==> src/rtl/systolic_skew_feeder.sv <==
// systolic_skew_feeder: buffers a tile of A vectors and replays them diagonally skewed into the MAC array (optional stall via FEEDER_STALL_EN)
module systolic_skew_feeder #(
  parameter int WORD_SIZE = 16,
  parameter int ROWS      = 4,
  parameter int DEPTH     = 16
) (
  input  logic                         clk,
  input  logic                         rst,
  input  logic                         in_valid,
  output logic                         in_ready,
  input  logic [ROWS*WORD_SIZE-1:0]    in_data,
  input  logic                         in_last,
  output logic [ROWS*WORD_SIZE-1:0]    left_out,
  output logic                         out_valid,
  output logic                         mac_en,
  output logic                         tile_done,
  output logic [$clog2(DEPTH+1)-1:0]   k_count
`ifdef FEEDER_STALL_EN
  ,
  input  logic                         stall
`endif
);
  localparam int KW = $clog2(DEPTH+1);
  localparam int TW = $clog2(DEPTH+ROWS);
  localparam int AW = DEPTH > 1 ? $clog2(DEPTH) : 1;
  typedef enum logic [1:0] {IDLE, LOAD, STREAM, DONE} state_t;
  state_t state_q, state_d;
  logic [ROWS*WORD_SIZE-1:0] mem [DEPTH];
  logic [ROWS*WORD_SIZE-1:0] skew;
  logic [TW-1:0] t;
  logic xfer, hold, last_step, ov_q;
`ifdef FEEDER_STALL_EN
  assign hold = stall && state_q == STREAM;
`else
  assign hold = 1'b0;
`endif
  assign in_ready  = !rst && (state_q == IDLE || state_q == LOAD);
  assign xfer      = in_valid && in_ready;
  assign last_step = {1'b0, t} == (TW+1)'(k_count) + (TW+1)'(ROWS-2);
  assign out_valid = ov_q && !hold;
  assign mac_en    = out_valid;
  // lane g replays vector t-g while that index lies inside the tile
  for (genvar g = 0; g < ROWS; g++) begin : lane
    logic [TW:0] d;
    assign d = {1'b0, t} - (TW+1)'(g);
    assign skew[g*WORD_SIZE +: WORD_SIZE] =
      ({1'b0, t} >= (TW+1)'(g) && d < (TW+1)'(k_count)) ? mem[d[AW-1:0]][g*WORD_SIZE +: WORD_SIZE] : '0;
  end
  always_comb begin
    state_d = state_q;
    case (state_q)
      IDLE:   if (xfer) state_d = in_last ? STREAM : LOAD;
      LOAD:   if (xfer && (in_last || k_count == KW'(DEPTH-1))) state_d = STREAM;
      STREAM: if (!hold && last_step) state_d = DONE;
      DONE:   state_d = IDLE;
    endcase
  end
  always_ff @(posedge clk)
    if (xfer) mem[state_q == IDLE ? AW'(0) : k_count[AW-1:0]] <= in_data;
  always_ff @(posedge clk or posedge rst)
    if (rst) begin
      state_q   <= IDLE;
      t         <= '0;
      k_count   <= '0;
      left_out  <= '0;
      ov_q      <= 1'b0;
      tile_done <= 1'b0;
    end else begin
      state_q   <= state_d;
      tile_done <= state_q == DONE;
      if (xfer) k_count <= state_q == IDLE ? KW'(1) : k_count + 1'b1;
      if (state_q == STREAM && !hold) begin
        left_out <= skew;
        ov_q     <= 1'b1;
        t        <= last_step ? '0 : t + 1'b1;
      end
      if (state_q == DONE) begin
        left_out <= '0;
        ov_q     <= 1'b0;
      end
    end
endmodule

==> config.mk <==
export PLATFORM = sky130hd
export DESIGN_NAME = systolic_skew_feeder
export DESIGN_NICKNAME = d
export VERILOG_FILES = /design/src/rtl/systolic_skew_feeder.sv
export SDC_FILE = /design/constraint.sdc
export NUM_CORES = 1
export LEC_CHECK = 0
export BUFFER_PORTS_ARGS = -buffer_cell sky130_fd_sc_hd__buf_2
export CORE_MARGIN = 8
export CORE_UTILIZATION = 55
export DETAILED_ROUTE_END_ITERATION = 12
export PLACE_DENSITY = 0.75
export SYNTH_ARGS = -nofsm -noshare
export SYNTH_HDL_FRONTEND = slang
export SYNTH_SLANG_ARGS = --single-unit
==> constraint.sdc <==
create_clock -name clk -period 8.35 [get_ports clk]
set_input_delay 0.4175 -clock clk [delete_from_list [all_inputs] [get_ports clk]]
set_output_delay 0.4175 -clock clk [all_outputs]
set_load 0.005 [all_outputs]
==> metrics.txt, run 1 <==
# TYPE chip_impl_metric gauge
chip_impl_metric{name="p_leak",unit="uW"} 0.0160
chip_impl_metric{name="wl_per_cell",unit="um"} 28.2
chip_impl_metric{name="total_via_count_in_the_routed_design",unit=""} 21000
chip_impl_info{name="setup_repair_after_global_routing_missed_its_margin",value="false"} 1
chip_impl_metric{name="drc",unit=""} 0
chip_impl_info{name="synth.area.top_cells",value="edfxtp_1 (72%), mux4_2 (14%), dfrtp_1 (4.6%)"} 1
chip_impl_metric{name="detail_route.vias_per_cell",unit=""} 6.24
chip_impl_metric{name="drt-initial-drc-count",unit=""} 2583
chip_impl_metric{name="buffers_plus_inverters_on_the_worst_setup_path",unit=""} 3
chip_impl_metric{name="wirelength",unit="mm"} 94.7
chip_impl_info{name="synth_ff_type",value="edfxtp_1"} 1
chip_impl_metric{name="synthesized_nets",unit=""} 2146
chip_impl_metric{name="grt_use_total",unit=""} 0.220
chip_impl_metric{name="dp_slack",unit="ps"} 3330
chip_impl_metric{name="placementRows",unit=""} 102
chip_impl_metric{name="synth_top_area_share",unit=""} 0.723
chip_impl_metric{name="synth-edff-count",unit=""} 1024
chip_impl_metric{name="timing.setup.tns",unit="ps"} 0
chip_impl_info{name="timing.critical_path.slowest_stage_cell",value="dfrtp_4"} 1
chip_impl_info{name="critical_path.cell_chain",value="inv_1 > ha_1 > xnor2_2 > buf_4 > inv_1 > ha_1 > a21o_1 > a2111oi_2 > nand4_1 > a21oi_1 > a211o_1"} 1
chip_impl_metric{name="yosys_warnings",unit=""} 0
chip_impl_metric{name="cts_setup_buffers",unit=""} 0
chip_impl_metric{name="cp_slowest_stage_delay",unit="ps"} 1060
chip_impl_info{name="timing.critical_path.from_type",value="flop"} 1
chip_impl_metric{name="syn-cell-area",unit="sq um"} 42500
chip_impl_metric{name="ffs_latches_synth",unit=""} 1102
chip_impl_info{name="timing_worst_setup_path_type",value="reg -> reg"} 1
chip_impl_metric{name="timing.clock.skew",unit="ps"} 18.8
chip_impl_metric{name="cts.path.max_buffers",unit=""} 3
chip_impl_info{name="critical_path.endpoint_type",value="flop"} 1
chip_impl_metric{name="maximum_number_of_pins_on_one_net_before_global_route_repair",unit=""} 116
chip_impl_metric{name="synth.lib_cells_used.distinct",unit=""} 53
chip_impl_metric{name="io_buffers",unit=""} 140
chip_impl_metric{name="finalWorstSetupSlack",unit="ps"} 3310
chip_impl_metric{name="ios",unit=""} 141
chip_impl_metric{name="crit_fanout",unit=""} 70
chip_impl_info{name="layout_common_cells",value="edfxtp_1 (1024), mux4_2 (272), nand2_1 (223)"} 1
chip_impl_metric{name="antenna_found_initial",unit=""} 12
chip_impl_metric{name="slew_headroom",unit=""} 0.208
chip_impl_metric{name="clkLatencyLatePin",unit="ps"} 650
chip_impl_metric{name="globalRouteOverflowTotal",unit=""} 0
chip_impl_metric{name="start_util",unit=""} 0.552
chip_impl_info{name="run_status",value="complete, no violations"} 1
chip_impl_metric{name="tightestPinTransition",unit="ps"} 1180
chip_impl_metric{name="n_fill_cell",unit=""} 5043
chip_impl_metric{name="max_clock_freq",unit="MHz"} 199
chip_impl_metric{name="maxCapViolations",unit=""} 0
chip_impl_metric{name="area_growth",unit="%"} 12.0
chip_impl_metric{name="timing.final.crit_period",unit="ps"} 5040
chip_impl_metric{name="cts_max_level",unit=""} 3
chip_impl_metric{name="drt.antenna.violating_nets",unit=""} 0
chip_impl_metric{name="power.density",unit="nW/um^2"} 323
chip_impl_info{name="timing.critical_path.max_delay_family",value="compound AO/OA/AOI/OAI gates"} 1
chip_impl_metric{name="vias_in_the_first_global_route",unit=""} 22100
chip_impl_metric{name="multiInputGateArea",unit="sq um"} 9330
chip_impl_metric{name="clk_pin_slew_worst_setup_hold_paths",unit="ps"} 70
chip_impl_info{name="clock-root-buffer",value="clkbuf_16"} 1
chip_impl_metric{name="numCtsBuffers",unit=""} 100
chip_impl_metric{name="design.core.area",unit="sq um"} 77000
chip_impl_metric{name="power.ir.vdd_worst",unit="uV"} 357
chip_impl_info{name="hold_path_class",value="in -> reg"} 1
chip_impl_metric{name="clock-sinks",unit=""} 1102
chip_impl_info{name="tritoncts",value="built"} 1
chip_impl_metric{name="number_of_instances_in_the_synthesized_netlist",unit=""} 2045
chip_impl_metric{name="grt_first_pass_wirelength",unit="mm"} 141
chip_impl_metric{name="setup_viol",unit=""} 0
chip_impl_metric{name="final-max-slew-violation-count",unit=""} 0
chip_impl_metric{name="fp.dieW",unit="um"} 294
chip_impl_metric{name="syn-mean-instance-area",unit="sq um"} 20.8
chip_impl_metric{name="critical_path_arrival",unit="ps"} 5610
chip_impl_metric{name="drive_above_1_share",unit=""} 0.272
chip_impl_metric{name="gp_routability_congestion",unit=""} 0.777
chip_impl_metric{name="die_area",unit="sq um"} 86500
chip_impl_metric{name="drtPass1Iterations",unit=""} 6
chip_impl_metric{name="finalHoldViolCount",unit=""} 0
chip_impl_metric{name="synth-seq-area-share",unit=""} 0.769
chip_impl_metric{name="asyncSetResetFlopFracSynth",unit=""} 0.0708
chip_impl_metric{name="critPathRequiredTime",unit="ps"} 8930
chip_impl_info{name="layout_commonest_cell",value="edfxtp_1"} 1
chip_impl_metric{name="layout.nets",unit=""} 2331
chip_impl_metric{name="totalPowerFinal",unit="uW"} 15400
chip_impl_info{name="synth.largest_area_cell",value="edfxtp_1"} 1
chip_impl_metric{name="final_min_period_over_clock_period",unit=""} 0.603
chip_impl_metric{name="post-dp-hpwl",unit="mm"} 47.8
chip_impl_metric{name="chipHeight",unit="um"} 294
chip_impl_metric{name="area.sequential",unit="sq um"} 32700
==> synthesized netlist by cell type, drive strengths merged (8+ instances only) <==
library cell,number
edfxtp,1024
buf,58
dfrtp,78
nor2,25
clkbuf,45
ha,33
a211o,33
mux4,272
a21oi,74
xnor2,8
a32o,17
inv,35
nand3,43
o21ai,27
nand2,223
==> metrics by stage <==
| step | util | std cells | hold slack (ps) | cell area [sq um] |
|---|---|---|---|---|
| floorplan | - | 2045 | 479 | 42500 |
| global placement | 0.579 | 3167 | 469 | 44500 |
| CTS | 0.619 | 3356 | 96.7 | 47600 |
| global route | 0.619 | 3357 | 116 | 47600 |
| finish | 0.619 | 3360 | 135 | 47600 |
| detailed placement | 0.579 | 3167 | 480 | 44500 |
==> power by group <==
group | leakage (uW) | internal, uW | switching, uW
logic | 0.00419 | 2030 | 2480
registers | 0.0103 | 6310 | 259
clock network | 0.00152 | 2420 | 1910
total | 0.0160 | 10800 | 4650
==> cell families (layout without fill, tap and decap cells) <==
family	after synthesis	in the layout	synth area share
compound gates	169	169	0.0269
xor+xnor	12	12	0.00309
fa+ha+maj	33	33	0.00971
buf+inv	138	409	0.0151
flops	1102	1102	0.769
mux	275	275	0.145
other cells	0	4	0
simple gates	316	316	0.0313
==> cell type report <==
class                           instances  area share
Timing Repair Buffer                  186      0.0223
Clock inverter                         43     0.00686
Sequential cell                      1102       0.687
Inverter                               35     0.00281
Tap cell                             1040      0.0273
Antenna cell                            4    0.000210
Clock buffer                          145      0.0578
Multi-Input combinational cell        805       0.196
==> timing repair <==
action                                  4_1_cts  5_1_grt
hold endpoints to repair                     24        0
hold buffers                                  1        0
gates resized for setup                       0        0
endpoints found under the setup margin        0        0
==> state kept, by name (all words and copies together) (netlist names) <==
signal and cells:
tile_done 1, mem 1024, mac_en 1, k_count 5
t 5, state_q 2, left_out 64
==> metal layers <==
layer / vias to the layer above / track usage / share of wire
met5: - / 0 / 0.00036
met4: 6 / 0.0686 / 0.025
met3: 181 / 0.0422 / 0.083
met2: 1031 / 0.367 / 0.50
met1: 11100 / 0.295 / 0.39
li1: 8702 / - / -
==> path summary, 6_finish.rpt <==
| path | slack [ps] | endpoint | cells past startpoint | startpoint |
|---|---|---|---|---|
| setup / recovery | 3310 | left_out[46] | 11 | t[1] |
| hold / removal | 130 | mem[0][25] | 1 | in_data[25] |
| setup reg to reg | 3310 | left_out[46] | 11 | t[1] |
| hold reg to reg | 490 | left_out[57] | 1 | left_out[57] |
| max in group asynchronous | 6450 | t[0] | 4 | rst |
| min in group asynchronous | 380 | left_out[60] | 3 | rst |
No activity file was read; power rests on OpenSTA's default activity.
==> run 2, diff against run 1 <==
Settings changed: ABC_AREA set to 1, PLACE_DENSITY 0.75 to 0.72.
Clock period 8.35 ns to 5.2 ns, I/O delays scaled along.
==> run 2 against run 1 <==
- via count rose by 39%
- critical path depth fell by 4
- cell area rose by 6.3%
- worst setup slack got worse by 1900 ps
- clock-buffer cell count rose by 4
- die area rose by 4.6%
- sequential share of layout area fell by 4.1 points
==> metrics.txt, run 2 <==
# TYPE chip_impl_metric gauge
chip_impl_info{name="run_status",value="complete, no violations"} 1
chip_impl_metric{name="synth-seq-area-share",unit=""} 0.733
chip_impl_metric{name="area_growth",unit="%"} 13.5
chip_impl_metric{name="timing.final.crit_period",unit="ps"} 3820
chip_impl_metric{name="final-max-slew-violation-count",unit=""} 0
chip_impl_metric{name="drt.antenna.violating_nets",unit=""} 0
chip_impl_metric{name="power.density",unit="nW/um^2"} 552
chip_impl_metric{name="placementRows",unit=""} 104
chip_impl_info{name="crit-reg2reg-capture",value="left_out[38]"} 1
chip_impl_metric{name="numCtsBuffers",unit=""} 104
chip_impl_metric{name="clkLatencyLatePin",unit="ps"} 660
chip_impl_metric{name="finalHoldViolCount",unit=""} 0
chip_impl_metric{name="io_buffers",unit=""} 140
chip_impl_info{name="timing_worst_setup_path_type",value="reg -> reg"} 1
chip_impl_metric{name="power.ir.vdd_worst",unit="uV"} 664
chip_impl_metric{name="tightestPinTransition",unit="ps"} 1190
chip_impl_info{name="hold_path_class",value="in -> reg"} 1
chip_impl_metric{name="cts_max_level",unit=""} 3
chip_impl_info{name="synth.most_common_cell",value="nand2_1"} 1
chip_impl_metric{name="drive_above_1_share",unit=""} 0.104
chip_impl_metric{name="drc",unit=""} 0
chip_impl_info{name="critical_path.cell_chain",value="inv_8 > buf_12 > ha_1 > nor3_1 > a21oi_1 > nand2_1 > o21bai_1"} 1
chip_impl_info{name="layout_common_cells",value="nand2_1 (1333), edfxtp_1 (1024), nand3_1 (781)"} 1
chip_impl_metric{name="clock-sinks",unit=""} 1102
chip_impl_metric{name="slew_headroom",unit=""} 0.203
chip_impl_metric{name="max_clock_freq",unit="MHz"} 262
chip_impl_metric{name="clk_pin_slew_worst_setup_hold_paths",unit="ps"} 60
chip_impl_metric{name="drtPass1Iterations",unit=""} 8
chip_impl_metric{name="antenna_found_initial",unit=""} 4
chip_impl_info{name="worst_setup_path_startpoint",value="t[0]"} 1
chip_impl_metric{name="asyncSetResetFlopFracSynth",unit=""} 0.0708
chip_impl_metric{name="gp_routability_congestion",unit=""} 0.798
chip_impl_metric{name="syn-mean-instance-area",unit="sq um"} 11.8
chip_impl_metric{name="ffs_latches_synth",unit=""} 1102
chip_impl_metric{name="post-dp-hpwl",unit="mm"} 55.4
chip_impl_metric{name="critical_path_arrival",unit="ps"} 4360
chip_impl_metric{name="synth.lib_cells_used.distinct",unit=""} 33
chip_impl_metric{name="final_min_period_over_clock_period",unit=""} 0.734
chip_impl_info{name="tritoncts",value="built"} 1
chip_impl_info{name="timing.critical_path.to",value="left_out[38]"} 1
chip_impl_info{name="r2r-start",value="t[0]"} 1
chip_impl_metric{name="wl_per_cell",unit="um"} 21.5
chip_impl_metric{name="p_leak",unit="uW"} 0.0189
chip_impl_metric{name="total_via_count_in_the_routed_design",unit=""} 29200
chip_impl_metric{name="grt_first_pass_wirelength",unit="mm"} 168
chip_impl_info{name="clock-root-buffer",value="clkbuf_16"} 1
chip_impl_metric{name="drt-initial-drc-count",unit=""} 3656
chip_impl_metric{name="maximum_number_of_pins_on_one_net_before_global_route_repair",unit=""} 231
chip_impl_metric{name="power_frac_seq",unit=""} 0.376
chip_impl_metric{name="synth_top_area_share",unit=""} 0.690
chip_impl_metric{name="die_area",unit="sq um"} 90400
chip_impl_metric{name="detail_route.vias_per_cell",unit=""} 5.72
chip_impl_metric{name="power.clock.fraction",unit=""} 0.269
chip_impl_metric{name="dp_cells",unit=""} 4838
chip_impl_metric{name="flip_flop_count_of_the_largest_register_all_copies_and_words_added",unit=""} 1024
chip_impl_metric{name="layout.nets",unit=""} 4051
chip_impl_info{name="critical_path.endpoint_type",value="flop"} 1
chip_impl_metric{name="syn-cell-area",unit="sq um"} 44600
chip_impl_metric{name="wirelength",unit="mm"} 110
chip_impl_metric{name="timing.setup.tns",unit="ps"} 0
chip_impl_info{name="timing.critical_path.from_type",value="flop"} 1
chip_impl_metric{name="cellInternalPower",unit="uW"} 17400
chip_impl_info{name="synth.area.top_cells",value="edfxtp_1 (69%), nand2_1 (11%), nand3_1 (8.8%)"} 1
chip_impl_metric{name="cts.path.max_buffers",unit=""} 3
chip_impl_metric{name="r2r_slack",unit="ps"} 1380
chip_impl_metric{name="number_of_instances_in_the_synthesized_netlist",unit=""} 3792
chip_impl_info{name="timing.critical_path.slowest_stage_cell",value="buf_12"} 1
chip_impl_metric{name="crit_fanout",unit=""} 230
chip_impl_metric{name="reg2reg_depth",unit=""} 7
chip_impl_metric{name="timing.clock.skew",unit="ps"} 25.0
chip_impl_metric{name="cp_slowest_stage_delay",unit="ps"} 720
chip_impl_metric{name="combinational_group_share_of_total_power",unit=""} 0.354
chip_impl_metric{name="globalRouteOverflowTotal",unit=""} 0
chip_impl_metric{name="cts_setup_buffers",unit=""} 0
chip_impl_metric{name="chipHeight",unit="um"} 301
chip_impl_metric{name="fp.dieW",unit="um"} 301
chip_impl_info{name="setup_repair_after_global_routing_missed_its_margin",value="false"} 1
chip_impl_metric{name="setup_viol",unit=""} 0
chip_impl_metric{name="ios",unit=""} 141
chip_impl_metric{name="power.switching",unit="uW"} 10500
chip_impl_metric{name="vias_in_the_first_global_route",unit=""} 28400
chip_impl_metric{name="stdcell_count",unit=""} 5105
chip_impl_metric{name="critPathRequiredTime",unit="ps"} 5740
chip_impl_metric{name="yosys_warnings",unit=""} 0
chip_impl_metric{name="design.core.area",unit="sq um"} 80400
chip_impl_metric{name="synthesized_nets",unit=""} 3893
chip_impl_metric{name="synth-edff-count",unit=""} 1024
chip_impl_metric{name="start_util",unit=""} 0.554
chip_impl_info{name="synth_ff_type",value="edfxtp_1"} 1
chip_impl_metric{name="maxCapViolations",unit=""} 0
chip_impl_info{name="synth.largest_area_cell",value="edfxtp_1"} 1
chip_impl_metric{name="netSwitchingFraction",unit=""} 0.376
chip_impl_info{name="synth_commonest_cells",value="nand2_1 (1333), edfxtp_1 (1024), nand3_1 (781)"} 1
chip_impl_metric{name="grt_use_total",unit=""} 0.239
chip_impl_info{name="layout_commonest_cell",value="nand2_1"} 1
run 2: cell types whose count changed in the layout (fill, tap and decap cells not counted), sizes merged, moves of 19 or more:
cell | before | now
a211o | 33 | 0
dlygate4sd3 | 1 | 66
nand3 | 43 | 781
mux4 | 272 | 0
nor2 | 25 | 119
inv | 39 | 58
buf | 185 | 208
nand2 | 223 | 1334
run 2: logic make-up (layout without fill, tap and decap cells):
family	after synthesis	after routing	share of synthesized area
AOI/OAI and AO/OA	119	119	0.0148
xor gates and xnor gates	12	12	0.00354
adders and majority gates	33	33	0.00926
buffers and inverters	277	527	0.0268
DFF	1102	1102	0.733
other	0	3	0
and+or+nand+nor	2249	2249	0.212
run 2: routing by layer:
layer	part of all wire	global-route usage	up-vias
li1	-	-	13600
met1	0.42	0.340	14200
met2	0.47	0.386	1252
met3	0.087	0.0379	182
met4	0.021	0.0642	4
met5	0.00021	0	-
run 2: metrics by stage:
| step | area [sq um] | setup slack (ps) | util | power (uW) | hold WS (ps) |
|---|---|---|---|---|---|
| 3_3_place_gp | 46500 | 1500 | 0.578 | 20300 | 466 |
| 4_1_cts | 50600 | 1380 | 0.629 | 28000 | 64.5 |
| 3_5_place_dp | 46500 | 1370 | 0.578 | 20500 | 461 |
| 6_report | 50600 | 1380 | 0.629 | 27900 | 105 |
| 5_1_grt | 50600 | 1160 | 0.629 | 29500 | 154 |
| 2_1_floorplan | 44600 | 496 | - | 17300 | 359 |
run 2: critical path, delay by kind of cell (launching register included):
family | cells | cell delay, ps
compound gates | 2 | 520
simple gates | 2 | 600
buf+inv | 2 | 1360
flops | 1 | 700
fa+ha+maj | 1 | 280
run 2: how the worst min path moves through the flow:
stage	startpoint	to	depth (start not counted)
global placement	left_out[18]	left_out[18]	2
detailed placement	left_out[23]	left_out[23]	2
CTS	in_valid	k_count[4]	3
finish	in_valid	k_count[4]	3
floorplan	in_data[0]	mem[0][0]	0
global route	in_valid	k_count[4]	3
run 2: final cells by class:
class,count,area (sq um)
clock buffers,149,3040
fillers,6023,29800
repair buffers,274,2020
multi-input cells,2413,10900
clock inverters,49,402
flip-flops and latches,1102,32700
well taps,1060,1330
diodes,3,7.51
inverters,55,221
run 2: repair_timing:
| action | 4_1_cts | 5_1_grt |
|---|---|---|
| gates resized for setup | 0 | 0 |
| hold buffers | 66 | 0 |
| endpoints found under the hold margin | 1074 | 0 |
run 2: power by group through the flow:
stage,registers (uW),clock network [uW],logic (uW)
detailed placement,10700,0,9770
global placement,10700,0,9620
floorplan,10600,0,6750
global route,10600,7930,11000
CTS,10500,7600,9870
finish,10500,7520,9890
